`config.mk`:
```
export PLATFORM = sky130hd
export DESIGN_NAME = interval_timer_ctrl_flat
export DESIGN_NICKNAME = d
export VERILOG_FILES = /design/src/rtl/interval_timer_ctrl_pkg.sv /design/src/rtl/interval_timer_ctrl_if.sv /design/src/rtl/interval_timer_ctrl_sync_ctr.sv /design/src/rtl/interval_timer_ctrl.sv /design/src/flat_wrapper.sv
export SDC_FILE = /design/constraint.sdc
export NUM_CORES = 1
export LEC_CHECK = 0
export CAP_MARGIN = 0
export CORE_MARGIN = 4
export CORE_UTILIZATION = 40
export CTS_CLUSTER_SIZE = 40
export DETAILED_ROUTE_END_ITERATION = 7
export PLACE_DENSITY = 0.72
export SLEW_MARGIN = 10
export SYNTH_ARGS = -nofsm -noshare
export SYNTH_HDL_FRONTEND = slang
export SYNTH_HIERARCHICAL = 1
export SYNTH_SLANG_ARGS = --single-unit
```
`constraint.sdc`:
```
create_clock -name clk_i -period 1.55 [get_ports clk_i]
set_clock_uncertainty 0.2 [all_clocks]
set_input_delay 0.31 -clock clk_i [delete_from_list [all_inputs] [get_ports clk_i]]
set_output_delay 0.31 -clock clk_i [all_outputs]
set_load 0.05 [all_outputs]
```
`src/rtl/interval_timer_ctrl_pkg.sv`:
```
// Shared definitions for the interval timer controller: FSM state
// encoding and the one-shot/periodic mode values.
package interval_timer_ctrl_pkg;

  typedef enum logic [1:0] {
    ST_IDLE  = 2'd0,
    ST_ARMED = 2'd1,
    ST_RUN   = 2'd2,
    ST_DONE  = 2'd3
  } state_e;

  localparam logic MODE_ONESHOT  = 1'b0;
  localparam logic MODE_PERIODIC = 1'b1;

endpackage

```
`src/rtl/interval_timer_ctrl_if.sv`:
```
// Configuration handshake, run control and status bundle of the
// interval timer controller.
interface interval_timer_ctrl_if #(
  parameter int Width = 4
) ();

  logic             cfg_valid_i;
  logic             cfg_ready_o;
  logic [Width-1:0] cfg_period_i;
  logic             cfg_periodic_i;
  logic             start_i;
  logic             stop_i;
  logic [Width-1:0] count_o;
  logic             busy_o;
  logic             tick_o;
  logic             done_o;

  // Software-side controller drives configuration and commands
  modport master (
    output cfg_valid_i, cfg_period_i, cfg_periodic_i, start_i, stop_i,
    input  cfg_ready_o, count_o, busy_o, tick_o, done_o
  );

  // Timer side consumes configuration and commands, reports status
  modport slave (
    input  cfg_valid_i, cfg_period_i, cfg_periodic_i, start_i, stop_i,
    output cfg_ready_o, count_o, busy_o, tick_o, done_o
  );

endinterface

```
`src/rtl/interval_timer_ctrl_sync_ctr.sv`:
```
// Basic synchronous up-counter; clear has priority over enable and the
// count wraps modulo 2^Width.
module interval_timer_ctrl_sync_ctr #(
  parameter int Width = 4
) (
  input  logic             clk_i,
  input  logic             rst_ni,
  input  logic             en_i,
  input  logic             clr_i,
  output logic [Width-1:0] q_o
);

  logic [Width-1:0] q;

  // Count register: reset, then clear, then increment
  always_ff @(posedge clk_i) begin
    if (!rst_ni) begin
      q <= '0;
    end else if (clr_i) begin
      q <= '0;
    end else if (en_i) begin
      q <= q + {{(Width-1){1'b0}}, 1'b1};
    end
  end

  assign q_o = q;

endmodule

```
`src/rtl/interval_timer_ctrl.sv`:
```
// Interval timer controller: latches period/mode over a valid/ready
// handshake and sequences the up-counter through IDLE/ARMED/RUN/DONE.
// Every output is decoded from registers so no input reaches an output
// combinationally.
module interval_timer_ctrl
  import interval_timer_ctrl_pkg::*;
#(
  parameter int Width = 4
) (
  input  logic                 clk_i,
  input  logic                 rst_ni,
  interval_timer_ctrl_if.slave bus
);

  state_e           state_q, state_d;
  logic [Width-1:0] period_q;
  logic             periodic_q;
  logic             ready_q;
  logic [Width-1:0] count;
  logic             accept;
  logic             terminal;
  logic             ctr_en, ctr_clr, load;

  // ready_q mirrors "not in RUN" but is held low through reset
  assign accept   = bus.cfg_valid_i && ready_q;
  assign terminal = (count == period_q);

  interval_timer_ctrl_sync_ctr #(.Width(Width)) u_ctr (
    .clk_i  (clk_i),
    .rst_ni (rst_ni),
    .en_i   (ctr_en),
    .clr_i  (ctr_clr),
    .q_o    (count)
  );

  // Next-state and counter control; stop beats terminal count beats increment
  always_comb begin
    state_d = state_q;
    ctr_en  = 1'b0;
    ctr_clr = 1'b0;
    load    = 1'b0;
    unique case (state_q)
      ST_IDLE: begin
        if (accept) begin
          load    = 1'b1;
          ctr_clr = 1'b1;
          state_d = ST_ARMED;
        end
      end
      ST_ARMED, ST_DONE: begin
        // A configuration accept swallows a simultaneous start
        if (accept) begin
          load    = 1'b1;
          ctr_clr = 1'b1;
          state_d = ST_ARMED;
        end else if (bus.start_i) begin
          ctr_clr = 1'b1;
          state_d = ST_RUN;
        end
      end
      ST_RUN: begin
        if (bus.stop_i) begin
          ctr_clr = 1'b1;
          state_d = ST_ARMED;
        end else if (terminal) begin
          if (periodic_q == MODE_PERIODIC) begin
            ctr_clr = 1'b1;
          end else begin
            state_d = ST_DONE;
          end
        end else begin
          ctr_en = 1'b1;
        end
      end
      default: begin
        state_d = ST_IDLE;
      end
    endcase
  end

  // State, configuration and handshake-ready registers
  always_ff @(posedge clk_i) begin
    if (!rst_ni) begin
      state_q    <= ST_IDLE;
      period_q   <= '0;
      periodic_q <= MODE_ONESHOT;
      ready_q    <= 1'b0;
    end else begin
      state_q <= state_d;
      ready_q <= (state_d != ST_RUN);
      if (load) begin
        period_q   <= bus.cfg_period_i;
        periodic_q <= bus.cfg_periodic_i;
      end
    end
  end

  assign bus.cfg_ready_o = ready_q;
  assign bus.count_o     = count;
  assign bus.busy_o      = (state_q == ST_RUN);
  assign bus.tick_o      = (state_q == ST_RUN) && terminal;
  assign bus.done_o      = (state_q == ST_DONE);

endmodule

```
`src/flat_wrapper.sv`:
```
// flat-port wrapper written by rule: the top's interface ports become plain ports
module interval_timer_ctrl_flat import interval_timer_ctrl_pkg::*;
#(
  parameter int Width = 4
)
  (clk_i, rst_ni, bus_cfg_valid_i, bus_cfg_period_i, bus_cfg_periodic_i, bus_start_i, bus_stop_i, bus_cfg_ready_o, bus_count_o, bus_busy_o, bus_tick_o, bus_done_o);
  interval_timer_ctrl_if #(.Width(Width)) bus_i ();
  input  logic clk_i;
  input  logic rst_ni;
  input wire logic [$bits(bus_i.cfg_valid_i)-1:0] bus_cfg_valid_i;
  input wire logic [$bits(bus_i.cfg_period_i)-1:0] bus_cfg_period_i;
  input wire logic [$bits(bus_i.cfg_periodic_i)-1:0] bus_cfg_periodic_i;
  input wire logic [$bits(bus_i.start_i)-1:0] bus_start_i;
  input wire logic [$bits(bus_i.stop_i)-1:0] bus_stop_i;
  output wire logic [$bits(bus_i.cfg_ready_o)-1:0] bus_cfg_ready_o;
  output wire logic [$bits(bus_i.count_o)-1:0] bus_count_o;
  output wire logic [$bits(bus_i.busy_o)-1:0] bus_busy_o;
  output wire logic [$bits(bus_i.tick_o)-1:0] bus_tick_o;
  output wire logic [$bits(bus_i.done_o)-1:0] bus_done_o;
  assign bus_i.cfg_valid_i = bus_cfg_valid_i;
  assign bus_i.cfg_period_i = bus_cfg_period_i;
  assign bus_i.cfg_periodic_i = bus_cfg_periodic_i;
  assign bus_i.start_i = bus_start_i;
  assign bus_i.stop_i = bus_stop_i;
  assign bus_cfg_ready_o = bus_i.cfg_ready_o;
  assign bus_count_o = bus_i.count_o;
  assign bus_busy_o = bus_i.busy_o;
  assign bus_tick_o = bus_i.tick_o;
  assign bus_done_o = bus_i.done_o;
  interval_timer_ctrl #(.Width(Width)) u_core (.clk_i(clk_i), .rst_ni(rst_ni), .bus(bus_i));
endmodule
```
# ---- After elaboration in Yosys (flattened, before gate mapping)
# Index checks and enable logic that the tools add are counted.
# W data, S select, Z words.
dict set report totals {
  reg_bits 12
  in_bits 10
  output_inout_bits 8
}
dict set report op_classes {
  add_sub_neg 1
  n_eq_ne 5
  n_mux 18
  bitwise 1
  reduce_logical 6
}
# cell count
set op_table {}
lappend op_table {{$mux W2} 6}
lappend op_table {{$mux W1} 10}
lappend op_table {{$pmux W2 S3} 1}
lappend op_table {{$add A4 B1 Y4 const B} 1}
lappend op_table {{$eq A2 B2 Y1 const B} 2}
lappend op_table {{$eq A4 B4 Y1} 1}
lappend op_table {{$reduce_or A2 Y1} 2}
lappend op_table {{$pmux W1 S3} 1}
lappend op_table {{$reduce_or A3 Y1} 1}
lappend op_table {{$eq A2 B1 Y1 const B} 1}
lappend op_table {{$logic_and A1 B1 Y1} 2}
lappend op_table {{$logic_not A2 Y1} 1}
lappend op_table {{$ne A2 B2 Y1 const B} 1}
lappend op_table {{$not A1 Y1} 1}

# ---- Logic depth before layout (Yosys ltp)
dict set report depth {
  ltp_word 5
  mapped_depth 7
  depth_no_buf 7
}

# ---- Modules after synthesis
# Netlist, hierarchy kept.
# mod instances cells_each area_each_um2 seq_area_each_um2
set by_module_without_submodules {}
lappend by_module_without_submodules {interval_timer_ctrl 1 50 427.9 160.2}
lappend by_module_without_submodules {interval_timer_ctrl_sync_ctr 1 17 181.4 80.1}

# ---- Worst setup path after synthesis
# OpenSTA, ideal clock, no wires.
dict set report synth_timing {
  path_type {register to register}
  from {register u_core.u_ctr.q[0] (netlist: u_core/u_ctr/q_o[0])}
  to {register u_core.u_ctr.q[3] (netlist: u_core/u_ctr/q_o[3])}
  setup_time_ps 72
  t_arrival_ps 1903
  slack_ps -625
  stages_incl_launch_ff 8
  n_path_buf 0
  cell_sequence {dfxtp_1 > xor2_1 > nor4_4 > nand2_2 > inv_2 > a22o_1 > or3b_1 > mux2i_1}
}
dict set report synth_between {
  elab_chain_cells 5
}
# element line
set synth_rtl {}
lappend synth_rtl {{start: declaration} interval_timer_ctrl_sync_ctr.sv:13} ;# logic [Width-1:0] q;
lappend synth_rtl {{start signal: assignment} interval_timer_ctrl_sync_ctr.sv:22} ;# q <= q + {{(Width-1){1'b0}}, 1'b1};
lappend synth_rtl {{$eq A4 B4 Y1} interval_timer_ctrl.sv:26} ;# assign terminal = (count == period_q);
lappend synth_rtl {{$mux W1} interval_timer_ctrl.sv:65} ;# end else if (terminal) begin
lappend synth_rtl {{$mux W1} interval_timer_ctrl.sv:62} ;# if (bus.stop_i) begin
lappend synth_rtl {{$pmux W1 S3} interval_timer_ctrl.sv:42} ;# unique case (state_q)
lappend synth_rtl {{named net u_core.ctr_clr} interval_timer_ctrl.sv:22} ;# logic ctr_en, ctr_clr, load;
lappend synth_rtl {{$reduce_or A2 Y1 (no line)} -}
# The timed path passes the listed nets, and every way through them passes these cells.
# A chain may end at the register's enable or synchronous reset.

# ---- Worst setup path in the final report
dict set report layout_timing {
  from {register u_core.period_q[0]}
  to {output port bus_tick_o}
}
dict set report layout_between {
  elab_chain_cells 2
}
# element line
set layout_rtl {}
lappend layout_rtl {{start: declaration} interval_timer_ctrl.sv:16} ;# logic [Width-1:0] period_q;
lappend layout_rtl {{start signal: assignment} interval_timer_ctrl.sv:92} ;# period_q <= bus.cfg_period_i;
lappend layout_rtl {{$eq A4 B4 Y1} interval_timer_ctrl.sv:26}
lappend layout_rtl {{$logic_and A1 B1 Y1} interval_timer_ctrl.sv:101} ;# assign bus.tick_o = (state_q == ST_RUN) && terminal;
lappend layout_rtl {{end: declaration} flat_wrapper.sv:18} ;# output wire logic [$bits(bus_i.tick_o)-1:0] bus_tick_o;
# No other way between the ends.

==> impl_metrics.yaml <==
status:
  run_status: "complete, but fails checks"
  violations: "negative setup slack"
floorplan:
  io_pins: 18
  die_width_um: 47.0
  coreArea_sq_mm: 0.00137
  dieArea_sq_mm: 0.00221
  start_util: 0.446
  die_h_um: 47.0
  core.rowCount: 13
synth:
  synth_top_area_frac: 0.394
  synth_compound_area_frac: 0.211
  syn-num-nets: 78
  synth-seq-area-share: 0.394
  synth-simple-area-share: 0.255
  yosysWarnings: 6
  synth_xor_area_frac: 0.0719
  synth_cells: 67
  ys_seq_elements: 12
  synth_area_per_cell_sq_um: 9.09
  synth_top_family_by_area: "simple AND/OR/NAND/NOR gates"
  ys_top_cells_by_area: "dfxtp_1 (39%), a21boi_0 (7.4%), xor2_1 (5.7%), o21ai_0 (4.9%), nand2_1 (4.3%)"
  synthAdderAreaFrac: 0.0205
  yosysTopAreaCell: "dfxtp_1"
  synth.distinct_cells: 27
  syn_area_sq_um: 609
  synth_mux_area_frac: 0.0329
power_and_ir_drop:
  p_int_uw: 532
  cellLeakagePower_nw: 0.468
  switchingPower_uw: 222
  swShare: 0.294
  seqPwrFrac: 0.450
  clockPowerShare: 0.275
  vdd_drop_max_mv: 0.498
  power_density_mw_per_mm2: 663
  pwr-share-comb: 0.275
drt:
  wl_um: 1850
  initialDrtViolationCount: 10
  drt-pass1-iter-count: 4
  vias_per_cell: 5.30
  drc: 0
  ant_nets: 0
  num_vias: 631
  wire_per_inst_um: 15.5
clock_network:
  insertion_delay_ns: 0.28
  cts_made_buffers: 3
  clkSlewWorstSetupHoldPaths_ns: 0.08
  clockBufferDepth: 2
  htreeDepth: 1
  ctsRootBufferMaster: "clkbuf_4"
  hold_buffers: 0
  cts_sinks: 12
  cts_tree: "built"
global_route:
  overflow: 0
  grt_max_degree: 10
  grt_pass1_wl_um: 2850
  grt_pass1_vias: 598
  grt_use_total: 0.191
  antenna_found_initial: 0
sta:
  relSlewSlack: 0.831
  hold_viol: 0
  period_minus_slack_ns: 1.98
  finalSetupTns_ns: -1.69
  fmax_mhz: 506
  tightest_slew_ns: 0.252
  worst_slack_ns: -0.426
  slew_violations: 0
  rsz0062_at_grt: "yes"
  finalCritPeriodShare: 1.27
  setup_violations: 8
placed_design:
  dp_slack_ns: -0.379
  dpl_cell_area_sq_mm: 0.00102
  dp.cells: 111
  dpl.hpwl_um: 1170
  place.gp.congestion: 0.700
  numPortBuffers: 17
layout:
  final_area_sq_mm: 0.00114
  fill_cells: 86
  drive_above_1_share: 0.519
  diodes: 0
  nNetsFinal: 116
  fin_cells: 119
  area_growth_pct: 86.7
critical_path:
  cp_max_fo: 2
  startpoint: "u_core/period_q[0]$_SDFFE_PN0P_"
  r2r_start: "u_core/period_q[0]$_SDFFE_PN0P_"
  path_class: "reg2out"
  cp-start-kind: "register"
  critPathArrivalTime_ns: 1.47
  critPathCaptureType: "output port"
  cp_data_required_time_ns: 1.04
worst_hold_path:
  min-delay-start: "u_core/period_q[2]$_SDFFE_PN0P_"
  hp-class: "reg2reg"
job:
  drv_cap: 0
==> power by group through the flow <==
stage          Sequential, mW  Clock [mW]  Combinational, mW
2_1_floorplan           0.346           0             0.0878
3_3_place_gp            0.339           0              0.174
3_5_place_dp            0.340           0              0.178
4_1_cts                 0.336       0.215              0.199
5_1_grt                 0.341       0.233              0.222
6_report                0.340       0.207              0.207
==> final timing paths <==
kind	cells after the start	end	slack [ns]
worst max-delay path	5	bus_tick_o	-0.43
worst min-delay path	2	u_core/period_q[2]$_SDFFE_PN0P_	0.32
worst max register to register	7	u_core/u_ctr/q_o[3]$_SDFFE_PP0P_	-0.24
worst min register to register	2	u_core/period_q[2]$_SDFFE_PN0P_	0.32
==> synth_stat cells <==
master,count
a21bo_2,1
a21boi_0,6
a21oi_1,3
a22o_1,1
and2_1,1
and3_1,1
buf_2,1
dfxtp_1,12
ha_1,1
inv_2,1
mux2i_1,2
nand2_1,7
nand2_2,1
nand2b_1,2
nand3b_1,2
nand4_1,1
nor2_1,4
nor2_4,1
nor2b_1,2
nor4_4,1
o211ai_1,1
o21ai_0,6
o22ai_1,2
or2b_1,1
or3b_1,1
xnor2_1,1
xor2_1,4
==> metrics by stage <==
step / power (mW) / util / hold WS (ns)
6_report: 0.754 / 0.832 / 0.316
5_1_grt: 0.797 / 0.832 / 0.343
4_1_cts: 0.750 / 0.818 / 0.318
3_5_place_dp: 0.518 / 0.749 / 0.294
3_3_place_gp: 0.513 / 0.749 / 0.286
2_1_floorplan: 0.434 / - / 0.255
==> critical path: stages (launching register included) <==
cell and delay, ns:
dfxtp_2 0.35, xor2_2 0.19, nor4_4 0.32, nand2_2 0.12, clkinv_4 0.08, buf_12 0.12
==> cell type report <==
cell class	instances	area, sq um	area share
Clock buffer	4	26.3	0.0231
Inverter	1	8.76	0.00770
Multi-Input combinational cell	53	433	0.381
Sequential cell	12	265	0.233
Tap cell	15	18.8	0.0165
Timing Repair Buffer	34	385	0.339
==> flip-flops by register name, summed over array words and instances, names as in the netlist <==
register and count:
u_core/state_q 2, u_core/period_q 4, u_core/u_ctr/q_o 4, u_core/periodic_q 1
u_core/bus.cfg_ready_o 1
==> placed cells by master (no fill, tap or decap), drive strengths merged, types with 3 or more instances in the layout <==
master         instances
buf                   25
dfxtp                 12
clkdlybuf4s50          9
nand2                  8
o21ai                  6
a21boi                 6
nor2                   5
clkbuf                 4
xor2                   4
a21oi                  3
==> cells by family (layout without fill, tap and decap cells) <==
kind of cell / Yosys count / after routing
simple gates: 25 / 25
compound gates: 20 / 20
flops: 12 / 12
xor+xnor: 5 / 5
mux: 2 / 2
buf+inv: 2 / 39
fa+ha+maj: 1 / 1
==> routing by layer <==
metal | global-route usage | routed length (um) | vias up
met5 | 0 | 0 | -
met2 | 0.320 | 955 | 22
li1 | - | - | 308
met3 | 0.0651 | 105 | 8
met1 | 0.220 | 737 | 293
met4 | 0.0829 | 51 | 0
==> timing repair <==
action                                  CTS  global route
buffers inserted                          4             2
resized for setup                        12             8
endpoints found under the hold margin     0             0
endpoints found under the setup margin    8            10
pin swaps                                 3             3
Power figures use the tool's default switching activity.
